[src/rtl/fht_ctrl.sv]
// Stage/address sequencer for a radix-4 FHT over four ping-ponged RAM banks.
// Optional macro FHT_BITREV_EN: stage-0 read addresses are bit-reversed (natural-order input).
module fht_ctrl #(
   parameter int A_BIT = 8,
   parameter int LAT   = 4
) (
   input  logic             iCLK,
   input  logic             iRESET,
   input  logic             iSTART,
   output logic             oST_ZERO,
   output logic             oST_LAST,
   output logic             o2ND_PART_SUBSEC,
   output logic [1:0]       oSECTOR,
   output logic [A_BIT-1:0] oADDR_RD_0,
   output logic [A_BIT-1:0] oADDR_RD_1,
   output logic [A_BIT-1:0] oADDR_RD_2,
   output logic [A_BIT-1:0] oADDR_RD_3,
   output logic [A_BIT-1:0] oADDR_WR_0,
   output logic [A_BIT-1:0] oADDR_WR_1,
   output logic [A_BIT-1:0] oADDR_WR_2,
   output logic [A_BIT-1:0] oADDR_WR_3,
   output logic [A_BIT-1:0] oADDR_COEF,
   output logic             oWE_A,
   output logic             oWE_B,
   output logic             oSOURCE_DATA,
   output logic             oSOURCE_CONT,
   output logic             oRDY
);

   localparam int BANK = 1 << A_BIT;
   localparam int S    = (A_BIT + 2) / 2;
   localparam int TLEN = BANK + LAT;
   localparam int TW   = $clog2(TLEN);
   localparam int SW   = (S > 1) ? $clog2(S) : 1;

   logic          busy_reg, busy_next;
   logic [SW-1:0] s_reg, s_next;
   logic [TW-1:0] t_reg, t_next;

   logic [A_BIT-1:0] t_lo, t_rev, rd_src, coef_next;
   logic             rd_win, we_win;
   int               sh;

   // Sequencer state: one stage is BANK+LAT cycles, stages never overlap.
   always_comb begin
      busy_next = busy_reg;
      s_next    = s_reg;
      t_next    = t_reg;
      if (!busy_reg) begin
         if (iSTART) begin
            busy_next = 1'b1;
            s_next    = '0;
            t_next    = '0;
         end
      end else if (t_reg == TW'(TLEN - 1)) begin
         t_next = '0;
         if (s_reg == SW'(S - 1)) begin
            busy_next = 1'b0;
            s_next    = '0;
         end else begin
            s_next = s_reg + SW'(1);
         end
      end else begin
         t_next = t_reg + TW'(1);
      end
   end

   assign t_lo = t_next[A_BIT-1:0];

   genvar gi;
   generate
      for (gi = 0; gi < A_BIT; gi++) begin : g_rev
         assign t_rev[gi] = t_lo[A_BIT-1-gi];
      end
   endgenerate

   // Outputs are registered from the next state so they line up with (s,t).
   always_comb begin
      rd_win = busy_next && (t_next < TW'(BANK));
      we_win = busy_next && (t_next >= TW'(LAT));
`ifdef FHT_BITREV_EN
      rd_src = (s_next == '0) ? t_rev : t_lo;
`else
      rd_src = t_lo;
`endif
      // Left shift truncated to A_BIT bits drops the bits above 4^s, giving the modulo for free.
      sh        = A_BIT - 2 * int'(s_next);
      coef_next = '0;
      if (rd_win) coef_next = t_lo << sh;
   end

   always_ff @(posedge iCLK) begin
      if (iRESET) begin
         busy_reg         <= 1'b0;
         s_reg            <= '0;
         t_reg            <= '0;
         oRDY             <= 1'b1;
         oSOURCE_CONT     <= 1'b0;
         oSOURCE_DATA     <= 1'b0;
         oST_ZERO         <= 1'b0;
         oST_LAST         <= 1'b0;
         oWE_A            <= 1'b0;
         oWE_B            <= 1'b0;
         oADDR_COEF       <= '0;
         oSECTOR          <= '0;
         o2ND_PART_SUBSEC <= 1'b0;
      end else begin
         busy_reg         <= busy_next;
         s_reg            <= s_next;
         t_reg            <= t_next;
         oRDY             <= !busy_next;
         oSOURCE_CONT     <= busy_next;
         oSOURCE_DATA     <= busy_next & s_next[0];
         oST_ZERO         <= busy_next && (s_next == '0);
         oST_LAST         <= busy_next && (s_next == SW'(S - 1));
         oWE_A            <= we_win & s_next[0];
         oWE_B            <= we_win & ~s_next[0];
         oADDR_COEF       <= coef_next;
         oSECTOR          <= coef_next[A_BIT-1:A_BIT-2];
         o2ND_PART_SUBSEC <= coef_next[A_BIT-1];
      end
   end

   // Per-bank read address register and LAT-deep write-address delay line.
   generate
      for (gi = 0; gi < 4; gi++) begin : g_bank
         logic [A_BIT-1:0] rd_reg;
         logic [A_BIT-1:0] pipe_reg [LAT];

         always_ff @(posedge iCLK) begin
            if (iRESET) begin
               rd_reg <= '0;
               for (int j = 0; j < LAT; j++) pipe_reg[j] <= '0;
            end else begin
               if (rd_win) rd_reg <= rd_src;
               pipe_reg[0] <= rd_reg;
               for (int j = 1; j < LAT; j++) pipe_reg[j] <= pipe_reg[j-1];
            end
         end
      end
   endgenerate

   assign oADDR_RD_0 = g_bank[0].rd_reg;
   assign oADDR_RD_1 = g_bank[1].rd_reg;
   assign oADDR_RD_2 = g_bank[2].rd_reg;
   assign oADDR_RD_3 = g_bank[3].rd_reg;
   assign oADDR_WR_0 = g_bank[0].pipe_reg[LAT-1];
   assign oADDR_WR_1 = g_bank[1].pipe_reg[LAT-1];
   assign oADDR_WR_2 = g_bank[2].pipe_reg[LAT-1];
   assign oADDR_WR_3 = g_bank[3].pipe_reg[LAT-1];

endmodule

[config.mk]
export PLATFORM = sky130hd
export DESIGN_NAME = fht_ctrl
export DESIGN_NICKNAME = d
export VERILOG_FILES = /design/src/rtl/fht_ctrl.sv
export SDC_FILE = /design/constraint.sdc
export NUM_CORES = 1
export LEC_CHECK = 0
export CELL_PAD_IN_SITES_DETAIL_PLACEMENT = 1
export CELL_PAD_IN_SITES_GLOBAL_PLACEMENT = 1
export CORE_MARGIN = 10
export CORE_UTILIZATION = 37
export CTS_BUF_LIST = sky130_fd_sc_hd__clkbuf_4 sky130_fd_sc_hd__clkbuf_8
export CTS_CLUSTER_SIZE = 28
export DETAILED_ROUTE_END_ITERATION = 10
export PLACE_DENSITY_LB_ADDON = 0.15
export SLEW_MARGIN = 10
export SYNTH_ARGS = -nofsm -noshare
export SYNTH_HDL_FRONTEND = slang
export SYNTH_SLANG_ARGS = --single-unit
[constraint.sdc]
create_clock -name iCLK -period 4.57 [get_ports iCLK]
set_clock_uncertainty 0.05 [all_clocks]
set_input_delay 0.914 -clock iCLK [delete_from_list [all_inputs] [get_ports iCLK]]
set_output_delay 0.914 -clock iCLK [all_outputs]
set_load 0.01 [all_outputs]
==> run metrics, run 1 <==
TritonCTS Buffers 9; fillers 871; crit-path max FO 7; effective utilization at floorplan 37.9%; Crit Path Category reg -> reg; Placement Setup Slack 1.31 ns; I/O pin count 85; LEAKAGE 1.35 nW; Post-CTS Setup Bufs 0; worst ir drop on vdd 0.194 mV; clock root cell clkbuf_8; Tot Pwr 1.16 mW; via/cell ratio 4.87; antenna violations before repair 0; share of cells above drive strength 1 9.57%; hold depth 1; Power Dens Cells 315 nW/um^2; 1st-iter DRT viols 83; required time worst endpoint 4.76 ns; Clock Path Buffers 2; Hold WC Path Type reg -> reg; Post-synth EDFFs 0; FF-to-FF End oADDR_COEF[1]$_SDFF_PP0_; register area share after synthesis 45.8%; grt total ovfl 0; Synth Warn # 0; Critical Path Start t_reg[0]$_SDFF_PP0_; Die Y 109 um; DRT Wirelength 7.46 mm; Synth cell types 51; max_cap viols 0; Pins Over Slew Limit 0; clk slew on worst S/H paths 0.08 ns; CTS tree done; via count 2176; Clock Latency Late Sink 0.34 ns; CP arrival 3.45 ns; ys async rst share 0%; Synth Area per Inst 9.58 um^2; core area 7730 um^2; Setup-failing EPs final 0; most frequent cells in the layout 83 x clkdlybuf4s50_1, 67 x dfxtp_1, 35 x nor2b_1; R2R Path Start t_reg[0]$_SDFF_PP0_; status completed; final number of hold-violating endpoints 0; max reg flops 32; global-route usage over all layers 12.6%; CP startpoint kind flip-flop; die area 11900 um^2; Least-Margin Pin Slew 0.723 ns; Placer Congestion 0.877; chip width 109 um; final worst slack 1.31 ns; ANT nets after route 0; vias in the first global route 2261; first-pass GRT wire length 11.8 mm; area of the multi-input gates 1110 um^2; Reg2Reg Setup Slack 1.31 ns; Yosys reg bits 67; Final period util 71.3%; pin count of the biggest net entering global routing 53; R2R cell count 10; Area Overhead vs Synth 25.4%; Seq. cell area 1340 um^2; Avg WL per Cell 16.7 um; Fmax 307 MHz; Post-Synthesis Cells 306; CP endpoint oADDR_COEF[1]$_SDFF_PP0_; ant diodes 0; H-tree levels 3; RSZ-0062 raised after global routing no; detailed-router iteration count before antenna repair 4; clock tree sinks 67; row cnt 32; Resize count post-CTS 0; Max-slew headroom 51.4%; leading cell type in the layout, fill and taps excluded clkdlybuf4s50_1; NumNets Final 349; Synth Flop Type dfxtp_1; min Tclk post-route 3.26 ns; post-route setup TNS 0 ns; # DRC 0; PortBufs 84; hpwl dp 5.41 mm; syn_nets 315; CTS Hold Bufs 0; critical path endpoint category flip-flop; Mapped Area 2930 um^2
==> where the power goes <==
part           switching, mW  internal [mW]
Combinational         0.0271         0.0200
Sequential           0.00730          0.588
Clock                  0.256          0.261
Total                  0.291          0.869
==> Yosys cell counts (2+ instances only) <==
library cell	number	area share [%]
a31oi_1	2	0.43
clkbuf_1	11	1.4
and2_1	4	0.85
ha_1	6	2.6
and3_1	3	0.64
o211a_1	3	1.0
a21oi_1	12	2.0
inv_1	7	0.90
nor4_1	3	0.64
o2111ai_1	2	0.60
dfxtp_1	67	46
or2_0	2	0.43
nor2_1	19	2.4
mux2i_1	8	2.7
a221oi_1	2	0.60
nor3_1	6	1.0
buf_4	51	13
nand3_1	9	1.5
o21ai_0	6	1.0
a32oi_1	2	0.60
buf_6	2	0.77
nand2_1	9	1.2
a21o_1	2	0.51
nor2b_1	35	7.5
nand4_1	6	1.3
nor3b_1	2	0.51
==> layout make-up <==
| type | instances | area share, % |
|---|---|---|
| Clock buffer | 9 | 3.37 |
| Clock inverter | 7 | 2.18 |
| Inverter | 8 | 0.817 |
| Multi-Input combinational cell | 166 | 30.1 |
| Sequential cell | 67 | 36.5 |
| Tap cell | 102 | 3.47 |
| Timing Repair Buffer | 88 | 23.6 |
==> how the worst min path moves through the flow <==
stage / from / endpoint / slack [ns]
after floorplan: g_bank[2].pipe_reg[0][23]$_SDFF_PP0_ / g_bank[0].pipe_reg[3][7]$_SDFF_PP0_ / 0.36
after global placement: g_bank[2].pipe_reg[0][3]$_SDFF_PP0_ / g_bank[2].pipe_reg[0][11]$_SDFF_PP0_ / 0.37
after detailed placement: g_bank[2].pipe_reg[0][20]$_SDFF_PP0_ / g_bank[2].pipe_reg[0][28]$_SDFF_PP0_ / 0.38
after CTS: g_bank[2].pipe_reg[0][3]$_SDFF_PP0_ / g_bank[2].pipe_reg[0][11]$_SDFF_PP0_ / 0.39
after global routing: g_bank[2].pipe_reg[0][20]$_SDFF_PP0_ / g_bank[2].pipe_reg[0][28]$_SDFF_PP0_ / 0.41
final: g_bank[2].pipe_reg[0][3]$_SDFF_PP0_ / g_bank[2].pipe_reg[0][11]$_SDFF_PP0_ / 0.39
==> stage by stage <==
step	area (um^2)	hold WS [ns]	cells	util, %
6_report	3680	0.387	447	47.6
4_1_cts	3680	0.390	447	47.6
5_1_grt	3680	0.406	447	47.6
2_1_floorplan	2930	0.364	306	-
3_3_place_gp	3470	0.367	431	44.9
3_5_place_dp	3470	0.376	431	44.9
==> cells by family (layout without fill, tap and decap cells) <==
logic type               after synthesis  in the layout  share of synthesized area, %
AO/OA/AOI/OAI                         42             42                          10.3
adder cells (fa/ha/maj)                6              6                          2.56
buffers and inverters                 73            112                          16.4
flip-flops                            67             67                          45.8
multiplexers                           8              8                          2.73
AND/OR/NAND/NOR                      110            110                          22.2
==> critical path, stage by stage, from the launching register on <==
cell and delay [ns]:
dfxtp_1 0.48, ha_1 0.34, or4bb_4 0.60, nor2_1 0.19, mux2i_1 0.24, buf_4 0.18, clkinv_1 0.08, ha_1 0.21
ha_1 0.29, nand3_1 0.18, nor4_1 0.32
==> metal layers <==
layer | share of wire (%) | track usage [%] | up-vias
met5 | 0 | 0 | -
met4 | 0.79 | 4.24 | 0
met3 | 11 | 7.14 | 4
met2 | 46 | 19.4 | 75
met1 | 42 | 14.4 | 1042
li1 | - | - | 1055
(Power assumes the default switching activity.)
==> run 2, diff against run 1 <==
==> constraint.sdc (replaced) <==
create_clock -name iCLK -period 3.03 [get_ports iCLK]
set_clock_uncertainty 0.05 [all_clocks]
set_input_delay 0.606 -clock iCLK [delete_from_list [all_inputs] [get_ports iCLK]]
set_output_delay 0.606 -clock iCLK [all_outputs]
set_load 0.01 [all_outputs]
==> run 2 against run 1 <==
Net effect:
- cell area is 2.9% higher
- critical path type unchanged
- worst setup slack worse by 1.1 ns
- wire length is 1.0% higher
- register-to-register slack worse by 1.1 ns
- power is 57% higher
- cell count is 1.6% higher
- count of clock-buffer cells in the layout stayed put
- critical path depth is 1 lower
- largest power group unchanged
- via count hardly changed
- sequential share of layout area is 0.97 points lower
- fmax is 16% higher
==> run metrics, run 2 (synthesis gave the netlist of run 1 again) <==
via count 2175; chip width 109 um; Reg2Reg Setup Slack 0.22 ns; via/cell ratio 4.79; final number of hold-violating endpoints 0; Least-Margin Pin Slew 0.751 ns; Pins Over Slew Limit 0; worst ir drop on vdd 0.424 mV; crit-path max FO 7; CP arrival 3.00 ns; Setup-failing EPs final 0; Tot Pwr 1.82 mW; first-pass GRT wire length 12.1 mm; status completed; critical path endpoint category flip-flop; vias in the first global route 2324; Post-Route Utilization 49.0%; core area 7730 um^2; DR top layer met4; CTS tree done; RSZ-0062 raised after global routing no; H-tree levels 3; share of cells above drive strength 1 13.9%; ANT nets after route 0; NumNets Final 356; min Tclk post-route 2.81 ns; Placer Congestion 0.773; WL met2 3.59 mm; DRT Wirelength 7.53 mm; most frequent cells in the layout 83 x clkdlybuf4s50_1, 65 x dfxtp_1, 35 x nor2b_1; effective utilization at floorplan 37.9%; clk slew on worst S/H paths 0.09 ns; Crit Path Category reg -> reg; LEAKAGE 1.39 nW; die area 11900 um^2; clock root cell clkbuf_8; Max-slew headroom 49.8%; final worst slack 0.224 ns; final cell count without fillers 454; pin count of the biggest net entering global routing 53; post-route setup TNS 0 ns; ant diodes 0; detailed-router iteration count before antenna repair 4; Power Dens Cells 482 nW/um^2; CP startpoint kind flip-flop; Clock Latency Late Sink 0.34 ns; # DRC 0; Final period util 92.6%; max reg flops 32; antenna violations before repair 0; Placement Setup Slack 0.0276 ns; Avg WL per Cell 16.6 um; M1 wire length 3.28 mm; DR WL met3 587 um; I/O pin count 85; clock tree sinks 67; hpwl dp 5.39 mm; Die Y 109 um; grt total ovfl 0; global-route usage over all layers 12.9%; Hold WC Path Type reg -> reg; TritonCTS Buffers 9; Fmax 356 MHz; row cnt 32; required time worst endpoint 3.23 ns; Placed Cells incl. Taps 438; max_cap viols 0; Clock Path Buffers 2; PortBufs 84; 1st-iter DRT viols 81; Area Overhead vs Synth 29.1%; CTS Hold Bufs 0; leading cell type in the layout, fill and taps excluded clkdlybuf4s50_1
==> run 2: cell types whose count changed in the layout (fill, tap and decap cells not counted), sizes merged <==
cell	before	now
clkinv	2	1
buf	5	12
bufinv	1	2
==> run 2: critical path, stage by stage (launching register included) <==
cell      delay, ns
dfxtp_2        0.39
ha_2           0.24
or4bb_4        0.58
nor2_2         0.16
mux2i_2        0.29
clkinv_2       0.09
ha_1           0.21
ha_1           0.32
nand3_2        0.14
nor4_2         0.25
==> run 2: worst paths after layout <==
check / startpoint / to / cells after the start
hold / removal: g_bank[2].pipe_reg[0][13]$_SDFF_PP0_ / g_bank[2].pipe_reg[0][21]$_SDFF_PP0_ / 1
setup / recovery: t_reg[0]$_SDFF_PP0_ / oADDR_COEF[1]$_SDFF_PP0_ / 9
hold reg to reg: g_bank[2].pipe_reg[0][13]$_SDFF_PP0_ / g_bank[2].pipe_reg[0][21]$_SDFF_PP0_ / 1
setup reg to reg: t_reg[0]$_SDFF_PP0_ / oADDR_COEF[1]$_SDFF_PP0_ / 9
==> run 2: repair_timing <==
| action | CTS | global route |
|---|---|---|
| endpoints found under the setup margin | 1 | 7 |
| setup buffers | 0 | 0 |
| cloned | 0 | 0 |
| pin swaps | 0 | 0 |
| resized for setup | 1 | 6 |
==> run 2: through the flow <==
stage,hold WS (ns),area [um^2]
6_report,0.389,3780
5_1_grt,0.406,3780
4_1_cts,0.397,3760
3_5_place_dp,0.377,3530
3_3_place_gp,0.366,3530
2_1_floorplan,0.364,2940
==> run 2: final cells by class <==
cell class	instances	area (um^2)
clock buffers	9	124
clock inverters	7	105
fillers	855	3940
inverters	8	31.3
multi-input cells	166	1130
flip-flops and latches	67	1340
well taps	102	128
repair buffers	95	918
==> run 2: where the power goes <==
part	switching, mW	leakage (nW)	total, mW	internal [mW]
Clock	0.375	0.113	0.852	0.478
Combinational	0.0409	0.738	0.0722	0.0313
Sequential	0.0109	0.542	0.898	0.887
Total	0.426	1.39	1.82	1.40
==> run 2: per-layer routing <==
metal / vias to the layer above / global-route usage, %
li1: 1069 / -
met1: 1043 / 15.1
met2: 58 / 21.3
met3: 5 / 5.07
met4: 0 / 3.67
met5: - / 0
==> run 3, diff against run 2 <==
--- a/config.mk
+++ b/config.mk
@@ -7,6 +7,7 @@
 export LEC_CHECK = 0
 export CELL_PAD_IN_SITES_DETAIL_PLACEMENT = 1
 export CELL_PAD_IN_SITES_GLOBAL_PLACEMENT = 1
+export CORE_ASPECT_RATIO = 1.4
 export CORE_MARGIN = 10
 export CORE_UTILIZATION = 37
 export CTS_BUF_LIST = sky130_fd_sc_hd__clkbuf_4 sky130_fd_sc_hd__clkbuf_8
==> run 3 against run 2 <==
Net effect:
- cell count up 0.44%
- critical path depth unchanged
- non-clock buffer count up 4
- critical path type unchanged
- critical endpoint is now oADDR_COEF[0]$_SDFF_PP0_
==> run metrics, run 3 (synthesis gave the netlist of run 1 again) <==
DRT Wirelength 7.13 mm; 1st-iter DRT viols 50; clock tree sinks 67; I/O pin count 85; effective utilization at floorplan 37.8%; Fmax 358 MHz; Setup-failing EPs final 0; die area 11900 um^2; CTS tree done; required time worst endpoint 3.23 ns; most frequent cells in the layout 83 x clkdlybuf4s50_1, 66 x dfxtp_1, 35 x nor2b_1; Hold WC Path Type reg -> reg; hold_ws 0.391 ns; NumNets Final 360; CP startpoint kind flip-flop; antenna violations before repair 0; Clock Latency Late Sink 0.34 ns; vias in the first global route 2276; crit-path max FO 7; hpwl dp 5.54 mm; worst ir drop on vdd 0.267 mV; first-pass GRT wire length 11.3 mm; clock root cell clkbuf_8; R2R cell count 9; status completed; via count 2226; critical path endpoint category flip-flop; Resize count post-CTS 0; Placer Congestion 0.812; chip width 95.2 um; Avg WL per Cell 15.6 um; Area Overhead vs Synth 28.7%; Critical Path Start t_reg[0]$_SDFF_PP0_; ant diodes 0; via/cell ratio 4.88; final number of hold-violating endpoints 0; Die Y 125 um; max reg flops 32; TritonCTS Buffers 9; Power Dens Cells 454 nW/um^2; FF-to-FF End oADDR_COEF[0]$_SDFF_PP0_; RSZ-0062 raised after global routing no; global-route usage over all layers 12.0%; H-tree levels 3; share of cells above drive strength 1 13.8%; Max-slew headroom 52.4%; pin count of the biggest net entering global routing 53; LEAKAGE 1.39 nW; post-route setup TNS 0 ns; Least-Margin Pin Slew 0.713 ns; clk slew on worst S/H paths 0.08 ns; leading cell type in the layout, fill and taps excluded clkdlybuf4s50_1; Clock Path Buffers 2; CP arrival 2.99 ns; grt total ovfl 0; max_cap viols 0; detailed-router iteration count before antenna repair 4; Final period util 92.2%; R2R Path Start t_reg[0]$_SDFF_PP0_; Reg2Reg Setup Slack 0.24 ns; ANT nets after route 0; Pins Over Slew Limit 0; PortBufs 84; Post-CTS Setup Bufs 0; CP endpoint oADDR_COEF[0]$_SDFF_PP0_; core area 7750 um^2; min Tclk post-route 2.79 ns; # DRC 0; CTS Hold Bufs 0; row cnt 38; Crit Path Category reg -> reg
[run 3: worst min path at each step]
| stage | slack (ns) | start | cells after the start | end |
|---|---|---|---|---|
| after floorplan | 0.36 | g_bank[2].pipe_reg[0][23]$_SDFF_PP0_ | 1 | g_bank[0].pipe_reg[3][7]$_SDFF_PP0_ |
| after global placement | 0.37 | g_bank[2].pipe_reg[0][1]$_SDFF_PP0_ | 1 | g_bank[2].pipe_reg[0][9]$_SDFF_PP0_ |
| after detailed placement | 0.38 | g_bank[2].pipe_reg[0][16]$_SDFF_PP0_ | 1 | g_bank[2].pipe_reg[0][24]$_SDFF_PP0_ |
| after CTS | 0.40 | g_bank[2].pipe_reg[0][23]$_SDFF_PP0_ | 1 | g_bank[0].pipe_reg[3][7]$_SDFF_PP0_ |
| after global routing | 0.40 | g_bank[2].pipe_reg[0][12]$_SDFF_PP0_ | 1 | g_bank[2].pipe_reg[0][20]$_SDFF_PP0_ |
| final | 0.39 | g_bank[2].pipe_reg[0][23]$_SDFF_PP0_ | 1 | g_bank[0].pipe_reg[3][7]$_SDFF_PP0_ |
[run 3: critical path: stages (launching register included)]
cell	delay, ns
dfxtp_2	0.39
ha_1	0.18
or4bb_4	0.56
nor2_1	0.22
mux2i_2	0.30
clkinv_2	0.10
ha_1	0.21
ha_1	0.31
nand3_2	0.14
nor4_1	0.26
[run 3: final cells by class]
class | count | area [um^2]
tap | 100 | 125
clock buffer | 10 | 138
sequential | 67 | 1340
timing repair buffer | 99 | 948
multi-input combinational | 166 | 1120
fill | 885 | 3980
clock inverter | 6 | 65.1
inverter | 8 | 31.3
[run 3: stage by stage]
stage	setup WS, ns	power [mW]	instance area, um^2	util, %	std cells
after CTS	0.0508	1.74	3760	48.5	456
after global placement	0.235	0.993	3560	45.9	440
after detailed placement	0.0991	0.994	3560	45.9	440
final	0.237	1.71	3770	48.7	456
after global routing	0.0516	1.80	3770	48.7	456
after floorplan	0.0388	0.964	2940	-	306
[run 3: where the power goes]
part / internal (mW) / switching (mW)
clock network: 0.400 / 0.341
registers: 0.887 / 0.0101
logic: 0.0327 / 0.0415
[run 3: metal layers]
layer / vias up / routed length [um] / global-route usage, %
met2: 66 / 3640 / 21.1
li1: 1082 / - / -
met3: 18 / 565 / 3.35
met1: 1060 / 2690 / 11.8
met4: 0 / 227 / 7.69
met5: - / 0 / 0
